## src/rtl/matraptor_pkg.sv

```systemverilog
// Shared sizing, drain FSM encoding and beat payload for the MatRaptor row
// accumulator and its drain-side emitter.
package matraptor_pkg;

  localparam int unsigned DATA_W  = 32;
  localparam int unsigned IDX_W   = 16;
  localparam int unsigned NQ      = 8;
  localparam int unsigned Q_DEPTH = 256;
  localparam int unsigned CHUNK_W = 32;

  localparam int unsigned ADDR_W  = $clog2(NQ * Q_DEPTH);
  localparam int unsigned NCHUNK  = (NQ * Q_DEPTH) / CHUNK_W;
  localparam int unsigned CIDX_W  = $clog2(NCHUNK);
  localparam int unsigned BIT_W   = $clog2(CHUNK_W);

  typedef enum logic [2:0] {
    DS_IDLE     = 3'd0,
    DS_VB_REQ   = 3'd1,
    DS_VB_WAIT  = 3'd2,
    DS_SCAN     = 3'd3,
    DS_VAL_WAIT = 3'd4,
    DS_EMIT     = 3'd5,
    DS_FINAL    = 3'd6,
    DS_DONE     = 3'd7
  } drain_state_t;

  typedef struct packed {
    logic [IDX_W-1:0]  col;
    logic [DATA_W-1:0] val;
  } beat_t;

endpackage

```

## src/rtl/find_first_set.sv

```systemverilog
// Combinational lowest-set-bit encoder; idx is 0 when no bit is set.
module find_first_set #(
  parameter  int unsigned W  = 32,
  localparam int unsigned IW = (W > 1) ? $clog2(W) : 1
) (
  input  logic [W-1:0]  bits,
  output logic [IW-1:0] idx,
  output logic          any
);

  // Scan from the top so the lowest set bit wins
  always_comb begin
    idx = '0;
    for (int i = int'(W) - 1; i >= 0; i--) begin
      if (bits[i]) idx = IW'(i);
    end
  end

  assign any = |bits;

endmodule

```

## src/rtl/row_drain_emitter.sv

```systemverilog
// Drains one accumulated row: scans the valid-bit bitmap chunk by chunk,
// reads each value and streams (row, col, val) beats in ascending column order.
module row_drain_emitter
  import matraptor_pkg::*;
#(
  parameter  int unsigned DATA_W  = matraptor_pkg::DATA_W,
  parameter  int unsigned IDX_W   = matraptor_pkg::IDX_W,
  parameter  int unsigned NQ      = matraptor_pkg::NQ,
  parameter  int unsigned Q_DEPTH = matraptor_pkg::Q_DEPTH,
  parameter  int unsigned CHUNK_W = matraptor_pkg::CHUNK_W,
  localparam int unsigned ADDR_W  = $clog2(NQ * Q_DEPTH),
  localparam int unsigned NCHUNK  = (NQ * Q_DEPTH) / CHUNK_W,
  localparam int unsigned CIDX_W  = $clog2(NCHUNK),
  localparam int unsigned BIT_W   = $clog2(CHUNK_W)
) (
  input  logic              clk,
  input  logic              rst_n,
  input  logic              flush_req,
  input  logic [IDX_W-1:0]  flush_row,
  output logic              flush_ack,
  output logic              busy,
  output logic              flush_done,
  output logic              flush_empty,
  output logic              vb_rd_en,
  output logic [CIDX_W-1:0] vb_rd_idx,
  input  logic [CHUNK_W-1:0] vb_rd_data,
  output logic              val_rd_en,
  output logic [ADDR_W-1:0] val_rd_addr,
  input  logic [DATA_W-1:0] val_rd_data,
  output logic              clr_en,
  output logic [CIDX_W-1:0] clr_idx,
  output logic              out_valid,
  input  logic              out_ready,
  output logic [IDX_W-1:0]  out_row,
  output logic [IDX_W-1:0]  out_col,
  output logic [DATA_W-1:0] out_val,
  output logic              out_last
);

  localparam logic [2:0] ST_IDLE     = 3'(DS_IDLE);
  localparam logic [2:0] ST_VB_REQ   = 3'(DS_VB_REQ);
  localparam logic [2:0] ST_VB_WAIT  = 3'(DS_VB_WAIT);
  localparam logic [2:0] ST_SCAN     = 3'(DS_SCAN);
  localparam logic [2:0] ST_VAL_WAIT = 3'(DS_VAL_WAIT);
  localparam logic [2:0] ST_EMIT     = 3'(DS_EMIT);
  localparam logic [2:0] ST_FINAL    = 3'(DS_FINAL);
  localparam logic [2:0] ST_DONE     = 3'(DS_DONE);

  localparam logic [CIDX_W-1:0] LAST_CHUNK = CIDX_W'(NCHUNK - 1);

  logic [2:0]         state_q, state_d;
  logic [CIDX_W-1:0]  chunk_q, chunk_d;
  logic [CHUNK_W-1:0] mask_q, mask_d;
  logic [ADDR_W-1:0]  col_q, col_d;
  logic [IDX_W-1:0]   row_q, row_d;
  logic               pend_valid_q, pend_valid_d;
  logic [ADDR_W-1:0]  pend_col_q, pend_col_d;
  logic [DATA_W-1:0]  pend_val_q, pend_val_d;
  logic [ADDR_W-1:0]  stg_col_q, stg_col_d;
  logic [DATA_W-1:0]  stg_val_q, stg_val_d;

  logic               out_valid_d, out_last_d, flush_empty_d;
  logic [IDX_W-1:0]   out_col_d;
  logic [DATA_W-1:0]  out_val_d;
  logic               advance;
  logic [BIT_W-1:0]   nxt_bit;
  logic               nxt_any;

  // Local copy of the chunk's valid bits, consumed lowest bit first
  always_comb begin
    mask_d = mask_q;
    if (state_q == ST_VB_WAIT) begin
      mask_d = vb_rd_data;
    end else if (state_q == ST_SCAN && (|mask_q)) begin
      mask_d = mask_q & (mask_q - CHUNK_W'(1));
    end
  end

  find_first_set #(.W(CHUNK_W)) u_ffs (
    .bits (mask_d),
    .idx  (nxt_bit),
    .any  (nxt_any)
  );

  // Bits are owned by the local mask once the read data arrives
  assign clr_en  = (state_q == ST_VB_WAIT) && (|vb_rd_data);
  assign clr_idx = chunk_q;

  always_comb begin
    state_d       = state_q;
    chunk_d       = chunk_q;
    col_d         = col_q;
    row_d         = row_q;
    pend_valid_d  = pend_valid_q;
    pend_col_d    = pend_col_q;
    pend_val_d    = pend_val_q;
    stg_col_d     = stg_col_q;
    stg_val_d     = stg_val_q;
    out_valid_d   = out_valid;
    out_col_d     = out_col;
    out_val_d     = out_val;
    out_last_d    = out_last;
    flush_empty_d = 1'b0;
    advance       = 1'b0;

    case (state_q)
      ST_IDLE: begin
        if (flush_req && flush_ack) begin
          row_d        = flush_row;
          chunk_d      = '0;
          pend_valid_d = 1'b0;
          state_d      = ST_VB_REQ;
        end
      end
      ST_VB_REQ:  state_d = ST_VB_WAIT;
      ST_VB_WAIT: advance = 1'b1;
      ST_SCAN: begin
        if (|mask_q) begin
          col_d   = val_rd_addr;
          state_d = ST_VAL_WAIT;
        end else begin
          advance = 1'b1;
        end
      end
      ST_VAL_WAIT: begin
        if (!pend_valid_q) begin
          pend_col_d   = col_q;
          pend_val_d   = val_rd_data;
          pend_valid_d = 1'b1;
          advance      = 1'b1;
        end else begin
          out_valid_d = 1'b1;
          out_col_d   = IDX_W'(pend_col_q);
          out_val_d   = pend_val_q;
          out_last_d  = 1'b0;
          stg_col_d   = col_q;
          stg_val_d   = val_rd_data;
          state_d     = ST_EMIT;
        end
      end
      ST_EMIT: begin
        if (out_valid && out_ready) begin
          out_valid_d = 1'b0;
          pend_col_d  = stg_col_q;
          pend_val_d  = stg_val_q;
          advance     = 1'b1;
        end
      end
      ST_FINAL: begin
        if (!pend_valid_q) begin
          flush_empty_d = 1'b1;
          state_d       = ST_DONE;
        end else if (out_valid && out_ready) begin
          out_valid_d  = 1'b0;
          out_last_d   = 1'b0;
          pend_valid_d = 1'b0;
          state_d      = ST_DONE;
        end
      end
      ST_DONE: state_d = ST_IDLE;
      default: state_d = ST_IDLE;
    endcase

    // Empty masks skip SCAN so a bare chunk costs only the read and wait cycles
    if (advance) begin
      if (nxt_any) begin
        state_d = ST_SCAN;
      end else if (chunk_q == LAST_CHUNK) begin
        state_d = ST_FINAL;
        if (pend_valid_d) begin
          out_valid_d = 1'b1;
          out_col_d   = IDX_W'(pend_col_d);
          out_val_d   = pend_val_d;
          out_last_d  = 1'b1;
        end
      end else begin
        chunk_d = chunk_q + CIDX_W'(1);
        state_d = ST_VB_REQ;
      end
    end
  end

  // Strobes are registered from the next state so they line up with it
  always_ff @(posedge clk or negedge rst_n) begin
    if (!rst_n) begin
      state_q      <= ST_IDLE;
      chunk_q      <= '0;
      mask_q       <= '0;
      col_q        <= '0;
      row_q        <= '0;
      pend_valid_q <= 1'b0;
      pend_col_q   <= '0;
      pend_val_q   <= '0;
      stg_col_q    <= '0;
      stg_val_q    <= '0;
      flush_ack    <= 1'b0;
      busy         <= 1'b0;
      flush_done   <= 1'b0;
      flush_empty  <= 1'b0;
      vb_rd_en     <= 1'b0;
      vb_rd_idx    <= '0;
      val_rd_en    <= 1'b0;
      val_rd_addr  <= '0;
      out_valid    <= 1'b0;
      out_row      <= '0;
      out_col      <= '0;
      out_val      <= '0;
      out_last     <= 1'b0;
    end else begin
      state_q      <= state_d;
      chunk_q      <= chunk_d;
      mask_q       <= mask_d;
      col_q        <= col_d;
      row_q        <= row_d;
      pend_valid_q <= pend_valid_d;
      pend_col_q   <= pend_col_d;
      pend_val_q   <= pend_val_d;
      stg_col_q    <= stg_col_d;
      stg_val_q    <= stg_val_d;
      flush_ack    <= (state_d == ST_IDLE);
      busy         <= (state_d != ST_IDLE);
      flush_done   <= (state_d == ST_DONE);
      flush_empty  <= flush_empty_d;
      vb_rd_en     <= (state_d == ST_VB_REQ);
      vb_rd_idx    <= chunk_d;
      val_rd_en    <= (state_d == ST_SCAN);
      val_rd_addr  <= ADDR_W'({chunk_d, nxt_bit});
      out_valid    <= out_valid_d;
      out_row      <= row_d;
      out_col      <= out_col_d;
      out_val      <= out_val_d;
      out_last     <= out_last_d;
    end
  end

endmodule

```

## config.mk

```make
export PLATFORM = sky130hd
export DESIGN_NAME = row_drain_emitter
export DESIGN_NICKNAME = d
export VERILOG_FILES = /design/src/rtl/matraptor_pkg.sv /design/src/rtl/find_first_set.sv /design/src/rtl/row_drain_emitter.sv
export SDC_FILE = /design/constraint.sdc
export NUM_CORES = 1
export LEC_CHECK = 0
export CAP_MARGIN = 20
export CORE_MARGIN = 4
export CORE_UTILIZATION = 57
export DETAILED_ROUTE_END_ITERATION = 7
export GPL_TIMING_DRIVEN = 0
export MAX_ROUTING_LAYER = met4
export PLACE_DENSITY = 0.94
export SETUP_SLACK_MARGIN = 0.1
export SYNTH_ARGS = -nofsm -noshare
export SYNTH_HDL_FRONTEND = slang
export SYNTH_HIERARCHICAL = 1
export SYNTH_SLANG_ARGS = --single-unit
```

## constraint.sdc

```tcl
create_clock -name clk -period 13.4 [get_ports clk]
set_clock_uncertainty 0.2 [all_clocks]
set_input_delay 1.34 -clock clk [delete_from_list [all_inputs] [get_ports clk]]
set_output_delay 1.34 -clock clk [all_outputs]
set_load 0.005 [all_outputs]
```

==> results.md <==
- During synthesis, Yosys emitted a total of 6 warnings.
- The initial utilization of the core area, before any placement, comes to 0.586.
- For this run, asynchronously set or reset flops after synthesis account for 1.00.
- The largest net degree at the start of global routing is 81.
- The share of total power dissipated in sequential elements is 0.386.
- The net switching power is ~1.0 mW.
- At the worst endpoint, the arrival time is between 5 and 6 ns.
- After detailed routing, the number of vias per cell comes to approximately 6.2.
- The share of final-layout standard cells stronger than drive strength 1 is 0.132.
- The final hold slack is roughly 0.27 ns.
- The highest achievable clock rate is 0.189 GHz.
- The clock sink count is 216.
- The residual DRC count is 0.
- The number of nets handed over by synthesis was around 910.
- The floorplan row count is 47.
- The cell depth of the worst min-delay path is 1.
- After the last flow step, the layout net total stands at 1121.
- The number of cells on the worst reg-to-reg path is 16.
- The register bit total from synthesis is 216.
- The total power per unit cell area is about 230 nW/um^2.
- Detailed routing inserted a total of 7860 vias.
- The die covers about 19000 sq um.
- In the final routed layout, each cell accounts on average for ~21 microns.
- The startpoint-to-endpoint class of the critical path is register to register.
- The setup TNS after final layout is 0 ns.
- The clock tree from TritonCTS is built.
- The area growth from synthesis to layout is 30.2%.
- The region available for standard cell placement spans 16600 sq um.
- Headroom to the max-slew limit came out at 0.351.
- Post-CTS timing repair inserted 0 buffers for setup.
- The final max-slew violation count is 0.
- Clock tree synthesis selected as its root buffer the cell clkbuf_16.
- The die is around 140 microns wide.
- The overall global routing resource usage is 0.282.
- The maximum clock path buffer count is 3.
- Among all stages on the critical path, the largest delay is contributed by or4_4.
- Of the available clock period, the critical path in the final layout requires 0.395.
- VDD sags by at most between 0.1 and 0.15 mV.
- Across the run, the number of max-cap violations was 0.
- The number of global-route vias before repair was ~8200.
- The number of nets with antenna violations after detailed routing is 0.
- After legalization and detailed placement, the total HPWL measured about 18 mm.
- The final count of negative-setup-slack endpoints is 0.
- The final hold violation count is 0.
- In the synthesized netlist the dominant register cell turns out to be dfrtp_1.
- The run finished with clean final reports.
- Port buffering added around 180 buffers.
- Setup repair after global routing left no endpoint under its margin.
- The measured slew at the worst slew-check pin is about 1 ns.
- The type of origin of the critical path is a register.
- The kind of end point of the critical path is a register.
- The initial antenna violation count came to 0.
- The number of synthesized flops with an enable pin is 0.
- Of the total power, the share spent switching nets is 0.351.
- The largest stage delay on the critical path is roughly 0.55 ns.
- The tightest min-delay check is of the register to register type.
- The worst path in the final design needs a cycle of roughly 5.3 ns, including I/O delays and setup.
- The post-synthesis cell count is 829.
- The H-tree depth is 1.
- The iteration count of the initial detailed-routing pass is 8.
- The share of total power dissipated in combinational logic is 0.378.
- The cts-stage hold buffer count is 0.
- The clock-pin slew of the registers on the worst-case setup and hold paths is roughly 0.060 ns.
- The share of the Yosys chip area taken by registers is 0.555.
- The critical path goes through or4_4, buf_6, nor3_2, nand3_1, nor4_1, o21ai_0, nor4_1, nand3_1, nor3_2, nand4_1, nor4_4, a32o_2, and3_4, buf_12, buf_12, mux2i_1.
- The first global-routing pass estimated 43.1 mm of wire.
- After detailed routing, the total wire length is about 27 mm.
- For this design the static power due to leakage is 5.48 nW.
- At the end of the flow the core is filled with cells to 0.763.
- The maximum fanout along the worst path is 10.
- Data on the critical path is required at its endpoint by approximately 14 ns.
- The placer's final routability congestion estimate is about 0.9.
- The initial DRC count is around 840.
- The completed layout was analyzed and its total power is roughly 2.9 mW.
- After detailed placement, the total cell area comes to 11900 sq um.
- The number of filler instances in the final layout is just over 1000.
- Summed over all layers, the global routing overflow is 0.
- The synthesized netlist occupies a cell area of 9750 sq um.
- The die is about 140 microns tall.
- The share of total power dissipated in the clock network is 0.236.
- After routing the design area is between 10000 and 15000 sq um.
- The average instance in the mapped netlist occupies about 12 sq um.
- After synthesis, the netlist uses 62 different library cells.
- The clock buffer count from CTS is 23.
- The number of diodes is 0.
- The clock latency on the worst-skew pair is roughly 0.52 ns.
- The internal portion of total power is about 1.9 mW.
- The count of boundary I/O pins is 180.
- The post-cts resize count is 0.
-- placed cells by master, fill, tap and decap left out, types with 3 or more instances in the layout --
cell type,netlist,final
dfrtp_1,216,216
clkdlybuf4s50_1,0,178
mux2i_1,91,91
nand2_1,87,87
mux2_2,59,59
inv_1,57,57
a222oi_1,43,43
clkbuf_1,29,33
o21ai_0,28,28
nor2_1,23,23
clkbuf_16,0,23
nor4_1,22,22
buf_4,13,13
a21oi_1,12,12
nand3_1,11,11
nor3_1,10,10
buf_1,8,8
nor3b_1,8,8
or4_1,7,7
o31ai_1,7,7
o311ai_0,7,7
o21ai_1,7,7
nand4_1,5,5
o41ai_1,5,5
buf_12,5,5
clkbuf_8,0,5
nor2b_1,4,4
or4_4,4,4
or3_1,4,4
buf_2,3,4
o211ai_1,4,4
bufinv_16,0,4
a21boi_0,3,3
nor3_2,3,3
and3_1,3,3
a21o_1,3,3
a211o_1,3,3
-- path summary, 6_finish.rpt --
check                           from     endpoint  slack, ns
max                        mask_q[0]   out_val[5]       8.11
min                         out_last     out_last       0.27
max reg2reg                mask_q[0]   out_val[5]       8.11
min reg2reg                 out_last     out_last       0.27
max in group asynchronous      rst_n  out_col[15]      11.69
min in group asynchronous      rst_n  out_val[21]       0.56
-- critical path: cells and delay by family, from the launching register on --
family | cells | cell delay (ns)
mux | 1 | 0.27
flops | 1 | 0.42
simple gates | 10 | 3.28
compound gates | 2 | 0.58
buf+inv | 3 | 0.43
-- cell type report --
cell class                 instances  area, sq um  area share
buffer                            60          378      0.0298
clock inverter                     9          154      0.0121
tap                              220          275      0.0217
inverter                          57          214      0.0169
sequential                       216         5410       0.426
timing repair buffer             182         1860       0.146
clock buffer                      32          659      0.0520
multi-input combinational        496         3750       0.295
-- cells in the mapped netlist (4+ instances only) --
cell | count | area share
dfrtp_1 | 216 | 0.55
mux2i_1 | 91 | 0.093
nand2_1 | 87 | 0.034
mux2_2 | 59 | 0.068
inv_1 | 57 | 0.022
a222oi_1 | 43 | 0.044
clkbuf_1 | 29 | 0.011
o21ai_0 | 28 | 0.014
nor2_1 | 23 | 0.0089
nor4_1 | 22 | 0.014
buf_4 | 13 | 0.010
a21oi_1 | 12 | 0.0062
nand3_1 | 11 | 0.0056
nor3_1 | 10 | 0.0051
buf_1 | 8 | 0.0031
nor3b_1 | 8 | 0.0062
o21ai_1 | 7 | 0.0036
o311ai_0 | 7 | 0.0063
o31ai_1 | 7 | 0.0054
or4_1 | 7 | 0.0054
buf_12 | 5 | 0.010
nand4_1 | 5 | 0.0032
o41ai_1 | 5 | 0.0045
nor2b_1 | 4 | 0.0026
o211ai_1 | 4 | 0.0031
or3_1 | 4 | 0.0026
or4_4 | 4 | 0.0046
-- state kept, by name, indices dropped and copies added, names as in the netlist --
signal / cells
stg_val_q: 32
vb_rd_en: 1
out_val: 32
val_rd_addr: 5
pend_val_q: 32
flush_ack: 1
clr_idx: 6
pend_col_q: 11
mask_q: 32
state_q: 3
out_valid: 1
val_rd_en: 1
pend_valid_q: 1
row_q: 16
flush_empty: 1
col_q: 11
flush_done: 1
stg_col_q: 11
out_col: 16
out_last: 1
busy: 1
-- routing by layer --
metal	track usage	wire length, microns
met5	-	0
met4	0.0855	767
met3	0.0503	2140
met2	0.471	13600
met1	0.354	10600
-- power groups by stage --
stage | Sequential, mW | Combinational (mW) | Clock (mW)
2_1_floorplan | 1.06 | 0.625 | 0
3_3_place_gp | 1.09 | 1.01 | 0
3_5_place_dp | 1.11 | 1.05 | 0
4_1_cts | 1.11 | 1.08 | 0.688
5_1_grt | 1.13 | 1.18 | 0.717
6_report | 1.11 | 1.09 | 0.680
-- metrics by stage --
| stage | worst slack (ns) | cells |
|---|---|---|
| 2_1_floorplan | 8.95 | 829 |
| 3_3_place_gp | 2.03 | 1228 |
| 3_5_place_dp | 8.26 | 1231 |
| 4_1_cts | 8.18 | 1272 |
| 5_1_grt | 7.79 | 1272 |
| 6_report | 8.11 | 1272 |
-- cell families after synthesis --
group                      synth area share
DFF                                   0.555
AOI/OAI and AO/OA                     0.114
adders and majority gates           0.00128
buffers and inverters                0.0607
muxes                                 0.162
and+or+nand+nor                       0.108
No activity file was read; power rests on OpenSTA's default activity.
